`src/rtl/arb_req_ctrl.sv`:
```
// Upstream request stage for the two-client arbiter: accepts one burst command per client,
// holds req until all beats are granted, and flags starvation and grant-protocol errors.
module arb_req_ctrl #(
  parameter int unsigned LenW      = 4,
  parameter int unsigned StarveLim = 16
) (
  input  logic            clk_i,
  input  logic            rst_i,
  input  logic            cmd0_valid_i,
  output logic            cmd0_ready_o,
  input  logic [LenW-1:0] cmd0_len_i,
  input  logic            cmd1_valid_i,
  output logic            cmd1_ready_o,
  input  logic [LenW-1:0] cmd1_len_i,
  output logic            req0_o,
  output logic            req1_o,
  input  logic            gnt0_i,
  input  logic            gnt1_i,
  output logic            beat0_o,
  output logic            beat1_o,
  output logic            last0_o,
  output logic            last1_o,
  output logic            starve0_o,
  output logic            starve1_o,
  output logic            err_gnt_o
);

  localparam int unsigned StW = $clog2(StarveLim + 1);
  localparam logic [StW-1:0] WaitLim = StW'(StarveLim);
  localparam logic [StW-1:0] WaitSet = StW'(StarveLim - 1);

  typedef enum logic [1:0] {StIdle, StReq, StRel} state_e;

  logic [1:0]      cmd_valid;
  logic [1:0]      gnt;
  logic [1:0]      beat;
  logic [1:0]      last;
  logic [1:0]      ready;
  logic [1:0]      req;
  logic [1:0]      starve;
  logic [1:0]      idle_gnt;
  logic [LenW-1:0] cmd_len [2];
  logic            gnt_both;
  logic            err_q;

  assign cmd_valid  = {cmd1_valid_i, cmd0_valid_i};
  assign gnt        = {gnt1_i, gnt0_i};
  assign cmd_len[0] = cmd0_len_i;
  assign cmd_len[1] = cmd1_len_i;
  assign gnt_both   = gnt[0] & gnt[1];

  for (genvar n = 0; n < 2; n++) begin : g_client
    state_e          state_q;
    logic [LenW-1:0] cnt_q;
    logic [StW-1:0]  wait_q;
    logic            started_q;
    logic            req_q;
    logic            ready_q;
    logic            starve_q;

    // A collision cycle is treated as a stall for both clients.
    assign beat[n]     = (state_q == StReq) & gnt[n] & ~gnt_both;
    assign last[n]     = beat[n] & (cnt_q == '0);
    assign idle_gnt[n] = (state_q == StIdle) & gnt[n];
    assign ready[n]    = ready_q;
    assign req[n]      = req_q;
    assign starve[n]   = starve_q;

    always_ff @(posedge clk_i) begin
      if (rst_i) begin
        state_q   <= StIdle;
        cnt_q     <= '0;
        wait_q    <= '0;
        started_q <= 1'b0;
        req_q     <= 1'b0;
        ready_q   <= 1'b1;
        starve_q  <= 1'b0;
      end else begin
        unique case (state_q)
          StIdle: begin
            if (cmd_valid[n]) begin
              cnt_q     <= cmd_len[n];
              wait_q    <= '0;
              started_q <= 1'b0;
              req_q     <= 1'b1;
              ready_q   <= 1'b0;
              state_q   <= StReq;
            end
          end
          StReq: begin
            if (beat[n]) begin
              started_q <= 1'b1;
              wait_q    <= '0;
              if (last[n]) begin
                req_q   <= 1'b0;
                state_q <= StRel;
              end else begin
                cnt_q <= cnt_q - 1'b1;
              end
            end else if (!started_q && (wait_q != WaitLim)) begin
              wait_q <= wait_q + 1'b1;
              if (wait_q == WaitSet) begin
                starve_q <= 1'b1;
              end
            end
          end
          StRel: begin
            // Wait for the arbiter to drop its grant before taking a new command.
            if (!gnt[n]) begin
              ready_q <= 1'b1;
              state_q <= StIdle;
            end
          end
          default: begin
            state_q <= StIdle;
          end
        endcase
      end
    end
  end

  always_ff @(posedge clk_i) begin
    if (rst_i) begin
      err_q <= 1'b0;
    end else if (gnt_both || (idle_gnt != 2'b00)) begin
      err_q <= 1'b1;
    end
  end

  a_beat_excl: assert property (@(posedge clk_i) disable iff (rst_i) !(beat[0] && beat[1]));

  assign cmd0_ready_o = ready[0];
  assign cmd1_ready_o = ready[1];
  assign req0_o       = req[0];
  assign req1_o       = req[1];
  assign beat0_o      = beat[0];
  assign beat1_o      = beat[1];
  assign last0_o      = last[0];
  assign last1_o      = last[1];
  assign starve0_o    = starve[0];
  assign starve1_o    = starve[1];
  assign err_gnt_o    = err_q;

endmodule
```
`config.mk`:
```
export PLATFORM = sky130hd
export DESIGN_NAME = arb_req_ctrl
export DESIGN_NICKNAME = d
export VERILOG_FILES = /design/src/rtl/arb_req_ctrl.sv
export SDC_FILE = /design/constraint.sdc
export NUM_CORES = 1
export LEC_CHECK = 0
export BUFFER_PORTS_ARGS = -buffer_cell sky130_fd_sc_hd__buf_2
export CORE_UTILIZATION = 55
export CTS_BUF_LIST = sky130_fd_sc_hd__clkbuf_4 sky130_fd_sc_hd__clkbuf_8
export DETAILED_ROUTE_END_ITERATION = 8
export GPL_TIMING_DRIVEN = 1
export PLACE_DENSITY = 0.8
export SYNTH_ARGS = -nofsm -noshare
export SYNTH_HDL_FRONTEND = slang
export SYNTH_SLANG_ARGS = --single-unit
export TNS_END_PERCENT = 100
```
`constraint.sdc`:
```
create_clock -name clk_i -period 3.1 [get_ports clk_i]
set_input_delay 0.31 -clock clk_i [delete_from_list [all_inputs] [get_ports clk_i]]
set_output_delay 0.31 -clock clk_i [all_outputs]
set_load 0.005 [all_outputs]
```
==> results.json, run 1 <==
{
  "yosysSeqAreaShare": 0.357,
  "via_count": 1498,
  "rows": 20,
  "ys_types": 50,
  "crit_path_end_kind": "output port",
  "via_per_inst": 5.53,
  "crit_family": "simple AND/OR/NAND/NOR gates",
  "overflow": 0,
  "drv_slew": 0,
  "place_congestion": 0.790,
  "hpwl_um": 2450,
  "cts_tree": "done",
  "rrSetupSlack_ps": 1420,
  "p_leak_nw": 0.785,
  "synthTopCellsByCount": "31 x dfxtp_1, 27 x nor2_1, 17 x a21oi_1",
  "drcViolationCount": 0,
  "initialDrtViolationCount": 97,
  "fmax_mhz": 523,
  "synth_edf_count": 0,
  "cts_hold_buf": 0,
  "finalWirelength_um": 3420,
  "critPathMaxFanout": 3,
  "syn_avg_cell_area_um2": 8.49,
  "track_usage": 0.230,
  "numCtsBuffers": 5,
  "multi_input_area_um2": 1020,
  "slew-limit-headroom": 0.656,
  "finalCriticalPeriod_ps": 1910,
  "power.density_nw_per_um2": 454,
  "antenna_found_initial": 0,
  "grt_pass1_wl_um": 5940,
  "synthArstFlopShare": 0,
  "die_height_um": 58.3,
  "fin_total_pwr_mw": 0.871,
  "status": "complete, no violations",
  "cp_common_cell": "inv_1",
  "fin_nets": 252,
  "hold_violations": 0,
  "ir_worst_vdd_mv": 0.400,
  "rsz0062_at_grt": "no",
  "timing.rr.start": "g_client[1].wait_q[0]$_SDFFE_PP0P_",
  "cp.arrival_ps": 1600,
  "min_to": "err_gnt_o$_SDFFE_PP0P_",
  "post_dp_cell_area_um2": 1870,
  "worstHoldPathCells": 3,
  "syn_inst": 205,
  "worstPathCellList": "inv_1 -> ha_1 -> nor3b_1 -> nand2_1 -> inv_1 -> buf_2",
  "setup_tns_ps": 0,
  "slowest_stage": "dfxtp_1",
  "synth.most_common_cell": "dfxtp_1",
  "netlist_top_cells_area": "dfxtp_1 36%, ha_1 7.2%, nor2_1 5.8%, a21oi_1 4.9%, inv_1 3.5%",
  "start_util": 0.575,
  "yosys.area.top_type_share": 0.357,
  "seq_area_um2": 621,
  "die-area_um2": 3390,
  "post-route-period-util": 0.617,
  "finalSetupViolations": 0,
  "fin_area_um2": 1920,
  "grt_max_degree": 26,
  "worstSetupPathType": "flip-flop to output port",
  "cp-start-kind": "flip-flop",
  "die_w_um": 58.3,
  "wl_per_cell_um": 12.6,
  "syn_to_final_growth_pct": 10.3,
  "fillers": 267,
  "postCtsSetupBuffers": 0,
  "ios": 25,
  "synth_area_um2": 1740,
  "drt_first_pass_iters": 5,
  "ys_warn_count": 0,
  "min_from": "gnt1_i",
  "clock_tree.root_cell": "clkbuf_4",
  "synth_area_leader_cell": "dfxtp_1",
  "htreeDepth": 2,
  "hp-class": "input pin to flip-flop",
  "required_ps": 2790,
  "clock_path_buffers": 2,
  "antenna_cells": 0,
  "cts.sinks": 31,
  "ant_nets": 0,
  "max_stage_delay_ps": 330,
  "clkLatencyLatePin_ps": 340,
  "core_um2": 3030,
  "tightest_slew_ps": 509,
  "drv_cap": 0,
  "rr_endpoint": "g_client[1].wait_q[3]$_SDFFE_PP0P_",
  "post_cts_resized": 0,
  "drive_gt1_frac": 0.194,
  "clock_skew_ps": 3.17,
  "synth_flop_cell": "dfxtp_1",
  "io_buffers": 24,
  "path_clk_slew_ps": 90,
  "fin_util": 0.634,
  "cp_num_buf_inv": 3,
  "r2r_cells": 6,
  "synth_seq_cells": 31,
  "grt_pass1_vias": 1358,
  "synth_nets": 229
}
==> layout by cell type (no fill, tap or decap), types with 3 or more instances in the layout <==
| cell type | n |
|---|---|
| and3_1 | 3 |
| nand4b_1 | 3 |
| a21oi_1 | 17 |
| nand2_1 | 8 |
| nor2b_1 | 3 |
| o21ai_1 | 4 |
| nor4_1 | 3 |
| dfxtp_1 | 31 |
| a211oi_1 | 6 |
| nor3b_1 | 5 |
| o21ai_0 | 9 |
| ha_1 | 10 |
| buf_2 | 24 |
| inv_1 | 16 |
| clkbuf_4 | 6 |
| nor2_1 | 27 |
| nand2b_1 | 3 |
| a31oi_1 | 3 |
| nor3_1 | 5 |
| and2_1 | 4 |
==> cell type report <==
cell class	instances	area share
Multi-Input combinational cell	150	0.531
Tap cell	44	0.0287
Clock buffer	6	0.0235
Timing Repair Buffer	24	0.0626
Sequential cell	31	0.323
Inverter	16	0.0313
==> per-layer routing <==
| metal | track usage | up-vias | part of all wire |
|---|---|---|---|
| met5 | 0 | - | 0 |
| met4 | 0.109 | 0 | 0.019 |
| met3 | 0.0513 | 8 | 0.045 |
| li1 | - | 770 | - |
| met2 | 0.373 | 31 | 0.46 |
| met1 | 0.289 | 689 | 0.47 |
==> per-stage QoR <==
step / std cells / hold WS, ps / worst slack [ps]
floorplan: 205 / 445 / 1570
global placement: 265 / 448 / 1500
detailed placement: 265 / 457 / 1430
CTS: 271 / 287 / 1180
global route: 271 / 295 / 1060
finish: 271 / 293 / 1190
==> where the power goes <==
part	internal [mW]	total [mW]	switching [mW]	leakage [nW]
clock network	0.0892	0.225	0.136	0.0276
registers	0.425	0.454	0.0287	0.254
logic	0.0901	0.192	0.102	0.504
==> cell families (layout without fill, tap and decap cells) <==
| family | Yosys count | in the layout | share of synthesized area |
|---|---|---|---|
| mux | 2 | 2 | 0.0115 |
| fa+ha+maj | 10 | 10 | 0.0719 |
| buf+inv | 24 | 46 | 0.0582 |
| xor+xnor | 2 | 2 | 0.0101 |
| simple gates | 84 | 84 | 0.302 |
| compound gates | 52 | 52 | 0.190 |
| flops | 31 | 31 | 0.357 |
==> worst reg2reg max path: stages (launching register included) <==
cell and delay, ps:
dfxtp_1 400, inv_1 60, ha_1 180, nor4bb_2 190, nor4_4 420, a2bb2oi_1 210
o22ai_1 90
==> worst max path at each step <==
stage / startpoint / end / slack, ps / cells after the start
2_1_floorplan: g_client[1].wait_q[0]$_SDFFE_PP0P_ / g_client[1].wait_q[3]$_SDFFE_PP0P_ / 1570 / 6
3_3_place_gp: g_client[1].wait_q[0]$_SDFFE_PP0P_ / g_client[1].wait_q[3]$_SDFFE_PP0P_ / 1500 / 6
3_5_place_dp: g_client[1].wait_q[0]$_SDFFE_PP0P_ / g_client[1].wait_q[3]$_SDFFE_PP0P_ / 1430 / 6
4_1_cts: g_client[0].cnt_q[0]$_SDFFE_PP0P_ / last0_o / 1180 / 6
5_1_grt: g_client[0].cnt_q[0]$_SDFFE_PP0P_ / last0_o / 1060 / 6
6_report: g_client[0].cnt_q[0]$_SDFFE_PP0P_ / last0_o / 1190 / 6
==> sequential cells by signal, indices dropped and copies added, names as in the netlist <==
signal              count
g_client.wait_q        10
g_client.cnt_q          8
g_client.state_q        4
g_client.started_q      2
cmd0_ready_o            1
cmd1_ready_o            1
err_gnt_o               1
req0_o                  1
req1_o                  1
starve0_o               1
starve1_o               1
Note: power is estimated with default switching activity, not from simulation.
==> run 2, diff against run 1 <==
==> constraint.sdc (replaced) <==
create_clock -name clk_i -period 1.9 [get_ports clk_i]
set_input_delay 0.19 -clock clk_i [delete_from_list [all_inputs] [get_ports clk_i]]
set_output_delay 0.19 -clock clk_i [all_outputs]
set_load 0.005 [all_outputs]
==> results.json, run 2 (synthesis gave the netlist of run 1 again) <==
{
  "finalWirelength_um": 3360,
  "timing.rr.start": "g_client[1].wait_q[0]$_SDFFE_PP0P_",
  "ios": 25,
  "ant_nets": 0,
  "clkLatencyLatePin_ps": 340,
  "antenna_found_initial": 0,
  "setup_tns_ps": 0,
  "largest_register_ff_count": 10,
  "slew-limit-headroom": 0.683,
  "initialDrtViolationCount": 58,
  "final_cell_mix": "31 x dfxtp_1, 27 x nor2_1, 24 x buf_2",
  "grt_pass1_vias": 1357,
  "worstPathCellList": "inv_1 -> ha_1 -> nor3b_1 -> nand2_1 -> inv_1 -> buf_2",
  "track_usage": 0.213,
  "fin_nets": 252,
  "regMostFlops": "g_client.wait_q",
  "grt_pass1_wl_um": 5560,
  "via_count": 1498,
  "io_buffers": 24,
  "grt_max_degree": 26,
  "crit_path_end_kind": "output port",
  "place_congestion": 0.790,
  "min_from": "gnt1_i",
  "multi_input_area_um2": 1020,
  "max_stage_delay_ps": 330,
  "drcViolationCount": 0,
  "cp_common_cell": "inv_1",
  "finalCriticalPeriod_ps": 1770,
  "power.density_nw_per_um2": 743,
  "clock_path_buffers": 2,
  "start_util": 0.575,
  "fillers": 277,
  "status": "complete, no violations",
  "via_per_inst": 5.49,
  "cts_hold_buf": 0,
  "fmax_mhz": 565,
  "hold_violations": 0,
  "cp.arrival_ps": 1580,
  "cts.sinks": 31,
  "cp-start-kind": "flip-flop",
  "hp-class": "input pin to flip-flop",
  "p_leak_nw": 0.795,
  "critPathMaxFanout": 3,
  "postCtsSetupBuffers": 0,
  "crit_path_start": "g_client[0].cnt_q[0]$_SDFFE_PP0P_",
  "core_um2": 3030,
  "antenna_cells": 0,
  "rsz0062_at_grt": "no",
  "overflow": 0,
  "finalSetupViolations": 0,
  "numCtsBuffers": 5,
  "fin_hold_ws_ps": 179,
  "layout_commonest_cell": "dfxtp_1",
  "seq_area_um2": 621,
  "clock_skew_ps": 2.64,
  "die-area_um2": 3390,
  "syn_to_final_growth_pct": 11.0,
  "worstSetupPathType": "flip-flop to output port",
  "tightest_slew_ps": 469,
  "post-route-period-util": 0.931,
  "ir_worst_vdd_mv": 0.442,
  "slowest_stage": "dfxtp_1",
  "die_height_um": 58.3,
  "die_w_um": 58.3,
  "rows": 20,
  "cts_tree": "done",
  "htreeDepth": 2,
  "drv_slew": 0,
  "wl_per_cell_um": 12.3,
  "hpwl_um": 2440,
  "post_cts_resized": 0,
  "drt_first_pass_iters": 4,
  "fin_util": 0.638,
  "drv_cap": 0,
  "reg_top3": "g_client.wait_q (10), g_client.cnt_q (8), g_client.state_q (4)",
  "path_clk_slew_ps": 100,
  "drive_gt1_frac": 0.205,
  "required_ps": 1710,
  "clock_tree.root_cell": "clkbuf_4"
}
==> run 2: cell types whose count changed in the layout (fill, tap and decap cells not counted) <==
cell      previous run  this run
clkinv_2             0         3
nor3b_1              5         4
clkbuf_4             6         5
nor3b_2              1         2
==> run 2: through the flow <==
stage | cell area [um2] | power [mW] | std cells | worst slack [ps]
6_report | 1930 | 1.43 | 273 | 131
2_1_floorplan | 1740 | 0.991 | 205 | 366
3_3_place_gp | 1870 | 1.06 | 265 | 297
4_1_cts | 1930 | 1.45 | 273 | 114
3_5_place_dp | 1870 | 1.07 | 265 | 226
5_1_grt | 1930 | 1.52 | 273 | 8.02
==> run 2: worst max-delay path, delay by kind of cell (launching register included) <==
family | cells | cell delay (ps)
adder cells (fa/ha/maj) | 1 | 170
buffers and inverters | 3 | 300
flip-flops | 1 | 330
AND/OR/NAND/NOR | 2 | 440
==> run 2: layout make-up <==
cell class | instances | share of cell area
multi-input cells | 150 | 0.530
well taps | 44 | 0.0285
inverters | 16 | 0.0311
repair buffers | 24 | 0.0622
flip-flops and latches | 31 | 0.321
clock inverters | 3 | 0.00777
clock buffers | 5 | 0.0194
==> run 2: per-layer routing <==
| metal | vias to the layer above | global-route usage | wire length, um |
|---|---|---|---|
| met4 | 0 | 0.0952 | 64 |
| met1 | 693 | 0.253 | 1600 |
| li1 | 774 | - | - |
| met3 | 7 | 0.0469 | 100 |
| met2 | 24 | 0.368 | 1590 |
| met5 | - | 0 | 0 |
==> run 2: worst paths after layout <==
path	slack [ps]	cells after the start	to
min	180	3	err_gnt_o$_SDFFE_PP0P_
max	130	6	last0_o
min reg2reg	470	2	req0_o$_SDFFE_PP0P_
max reg2reg	230	6	g_client[1].wait_q[3]$_SDFFE_PP0P_
==> run 2: power breakdown <==
group	internal (mW)	switching (mW)
combinational	0.149	0.164
clock	0.137	0.244
sequential	0.693	0.0470
total	0.980	0.455
==> run 3, diff against run 2 <==
--- a/config.mk
+++ b/config.mk
@@ -6,11 +6,11 @@
 export NUM_CORES = 1
 export LEC_CHECK = 0
 export BUFFER_PORTS_ARGS = -buffer_cell sky130_fd_sc_hd__buf_2
-export CORE_UTILIZATION = 55
+export CORE_UTILIZATION = 40
 export CTS_BUF_LIST = sky130_fd_sc_hd__clkbuf_4 sky130_fd_sc_hd__clkbuf_8
 export DETAILED_ROUTE_END_ITERATION = 8
-export GPL_TIMING_DRIVEN = 1
-export PLACE_DENSITY = 0.8
+export GPL_TIMING_DRIVEN = 0
+export PLACE_DENSITY = 0.62
 export SYNTH_ARGS = -nofsm -noshare
 export SYNTH_HDL_FRONTEND = slang
 export SYNTH_SLANG_ARGS = --single-unit
==> results.json, run 3 (synthesis gave the netlist of run 1 again) <==
{
  "grt_max_degree": 11,
  "p_leak_nw": 0.835,
  "tightest_slew_ps": 515,
  "antenna_cells": 0,
  "clockPowerShare": 0.356,
  "rr_endpoint": "g_client[1].wait_q[3]$_SDFFE_PP0P_",
  "largest_register_ff_count": 10,
  "worstSetupPathType": "flip-flop to output port",
  "finalSetupViolations": 0,
  "final_cell_mix": "31 x dfxtp_1, 27 x nor2_1, 26 x buf_2",
  "clock_path_buffers": 2,
  "fin_area_um2": 2020,
  "seqPwrFrac": 0.444,
  "hold_violations": 0,
  "grt_pass1_wl_um": 6380,
  "rows": 23,
  "slew-limit-headroom": 0.657,
  "finalCriticalPeriod_ps": 1720,
  "worstHoldPathCells": 3,
  "syn_to_final_growth_pct": 16.2,
  "drv_slew": 0,
  "finalWirelength_um": 3720,
  "cts_hold_buf": 0,
  "rrSetupSlack_ps": 220,
  "required_ps": 1710,
  "post-route-period-util": 0.905,
  "postCtsSetupBuffers": 0,
  "place_congestion": 0.735,
  "switching_power_mw": 0.457,
  "via_per_inst": 5.28,
  "clock_tree.root_cell": "clkbuf_8",
  "cp-start-kind": "flip-flop",
  "die_height_um": 68.0,
  "drv_cap": 0,
  "internal_power_mw": 1.19,
  "die_w_um": 68.0,
  "post_dp_cell_area_um2": 1920,
  "cts.sinks": 31,
  "comb_power_share": 0.200,
  "drive_gt1_frac": 0.212,
  "io_buffers": 23,
  "fin_nets": 259,
  "core_um2": 4090,
  "cts_tree": "done",
  "timing.rr.start": "g_client[1].wait_q[0]$_SDFFE_PP0P_",
  "ios": 25,
  "layout_commonest_cell": "dfxtp_1",
  "grt_pass1_vias": 1471,
  "min_to": "err_gnt_o$_SDFFE_PP0P_",
  "die-area_um2": 4620,
  "wl_per_cell_um": 13.0,
  "ir_worst_vdd_mv": 0.455,
  "crit_path_end_kind": "output port",
  "hpwl_um": 2710,
  "initialDrtViolationCount": 59,
  "critPathMaxFanout": 3,
  "via_count": 1510,
  "power.density_nw_per_um2": 816,
  "cp.arrival_ps": 1530,
  "drcViolationCount": 0,
  "numCtsBuffers": 5,
  "post_cts_resized": 0,
  "drt_first_pass_iters": 4,
  "rsz0062_at_grt": "no",
  "antenna_found_initial": 0,
  "hp-class": "input pin to flip-flop",
  "fmax_mhz": 581,
  "path_clk_slew_ps": 70,
  "clock_skew_ps": 3.56,
  "clkLatencyLatePin_ps": 280,
  "ant_nets": 0,
  "r2r_cells": 6,
  "regMostFlops": "g_client.wait_q",
  "min_from": "gnt1_i",
  "htreeDepth": 2,
  "setup_tns_ps": 0,
  "start_util": 0.426,
  "reg_top3": "g_client.wait_q (10), g_client.cnt_q (8), g_client.state_q (4)",
  "status": "complete, no violations",
  "p_sw_frac": 0.277,
  "overflow": 0,
  "track_usage": 0.183
}
run 3: cell count changes in the layout (fill, tap and decap cells not counted), sizes merged:
| cell | delta |
|---|---|
| clkbuf | +6 |
| buf | +4 |
| clkinv | -3 |
run 3: worst max-delay path by stage:
stage	start	cells past startpoint	slack [ps]	end
floorplan	g_client[1].wait_q[0]$_SDFFE_PP0P_	6	370	g_client[1].wait_q[3]$_SDFFE_PP0P_
global placement	g_client[1].wait_q[0]$_SDFFE_PP0P_	6	240	g_client[1].wait_q[3]$_SDFFE_PP0P_
detailed placement	g_client[1].wait_q[0]$_SDFFE_PP0P_	6	210	g_client[1].wait_q[3]$_SDFFE_PP0P_
CTS	g_client[0].cnt_q[0]$_SDFFE_PP0P_	6	150	last0_o
global route	g_client[0].cnt_q[0]$_SDFFE_PP0P_	6	20	last0_o
finish	g_client[0].cnt_q[0]$_SDFFE_PP0P_	6	180	last0_o
run 3: critical path, cell delays in order, from the launching register on:
cell and delay [ps]:
dfxtp_1 320, inv_1 100, ha_1 170, nor3b_1 300, nand2_1 160, inv_1 90, buf_2 110
run 3: power groups by stage:
stage | combinational (mW) | sequential, mW | clock, mW
6_report | 0.330 | 0.733 | 0.587
2_1_floorplan | 0.251 | 0.740 | 0
3_5_place_dp | 0.331 | 0.746 | 0
3_3_place_gp | 0.329 | 0.746 | 0
4_1_cts | 0.334 | 0.732 | 0.604
5_1_grt | 0.375 | 0.739 | 0.627
run 3: final cells by class:
type / count / area [um2]
Sequential cell: 31 / 621
Buffer: 8 / 41.3
Clock buffer: 8 / 104
Tap cell: 50 / 62.6
Inverter: 16 / 60.1
Timing Repair Buffer: 23 / 115
Fill cell: 412 / 2060
Multi-Input combinational cell: 150 / 1020
run 3: per-stage QoR:
| stage | utilization | std cells | hold slack [ps] | power (mW) | setup WS, ps |
|---|---|---|---|---|---|
| after detailed placement | 0.469 | 278 | 447 | 1.08 | 213 |
| after floorplan | - | 205 | 348 | 0.991 | 366 |
| after global routing | 0.495 | 286 | 261 | 1.74 | 22.1 |
| after CTS | 0.495 | 286 | 231 | 1.67 | 148 |
| after global placement | 0.469 | 278 | 443 | 1.07 | 236 |
| final | 0.495 | 286 | 241 | 1.65 | 180 |
run 3: routing by layer:
metal,routed length [um],up-vias,global-route usage,part of all wire
met5,0,-,0,0
met4,47,0,0.0625,0.013
met3,136,6,0.0450,0.037
met2,1670,27,0.317,0.45
met1,1860,692,0.219,0.50
li1,-,785,-,-
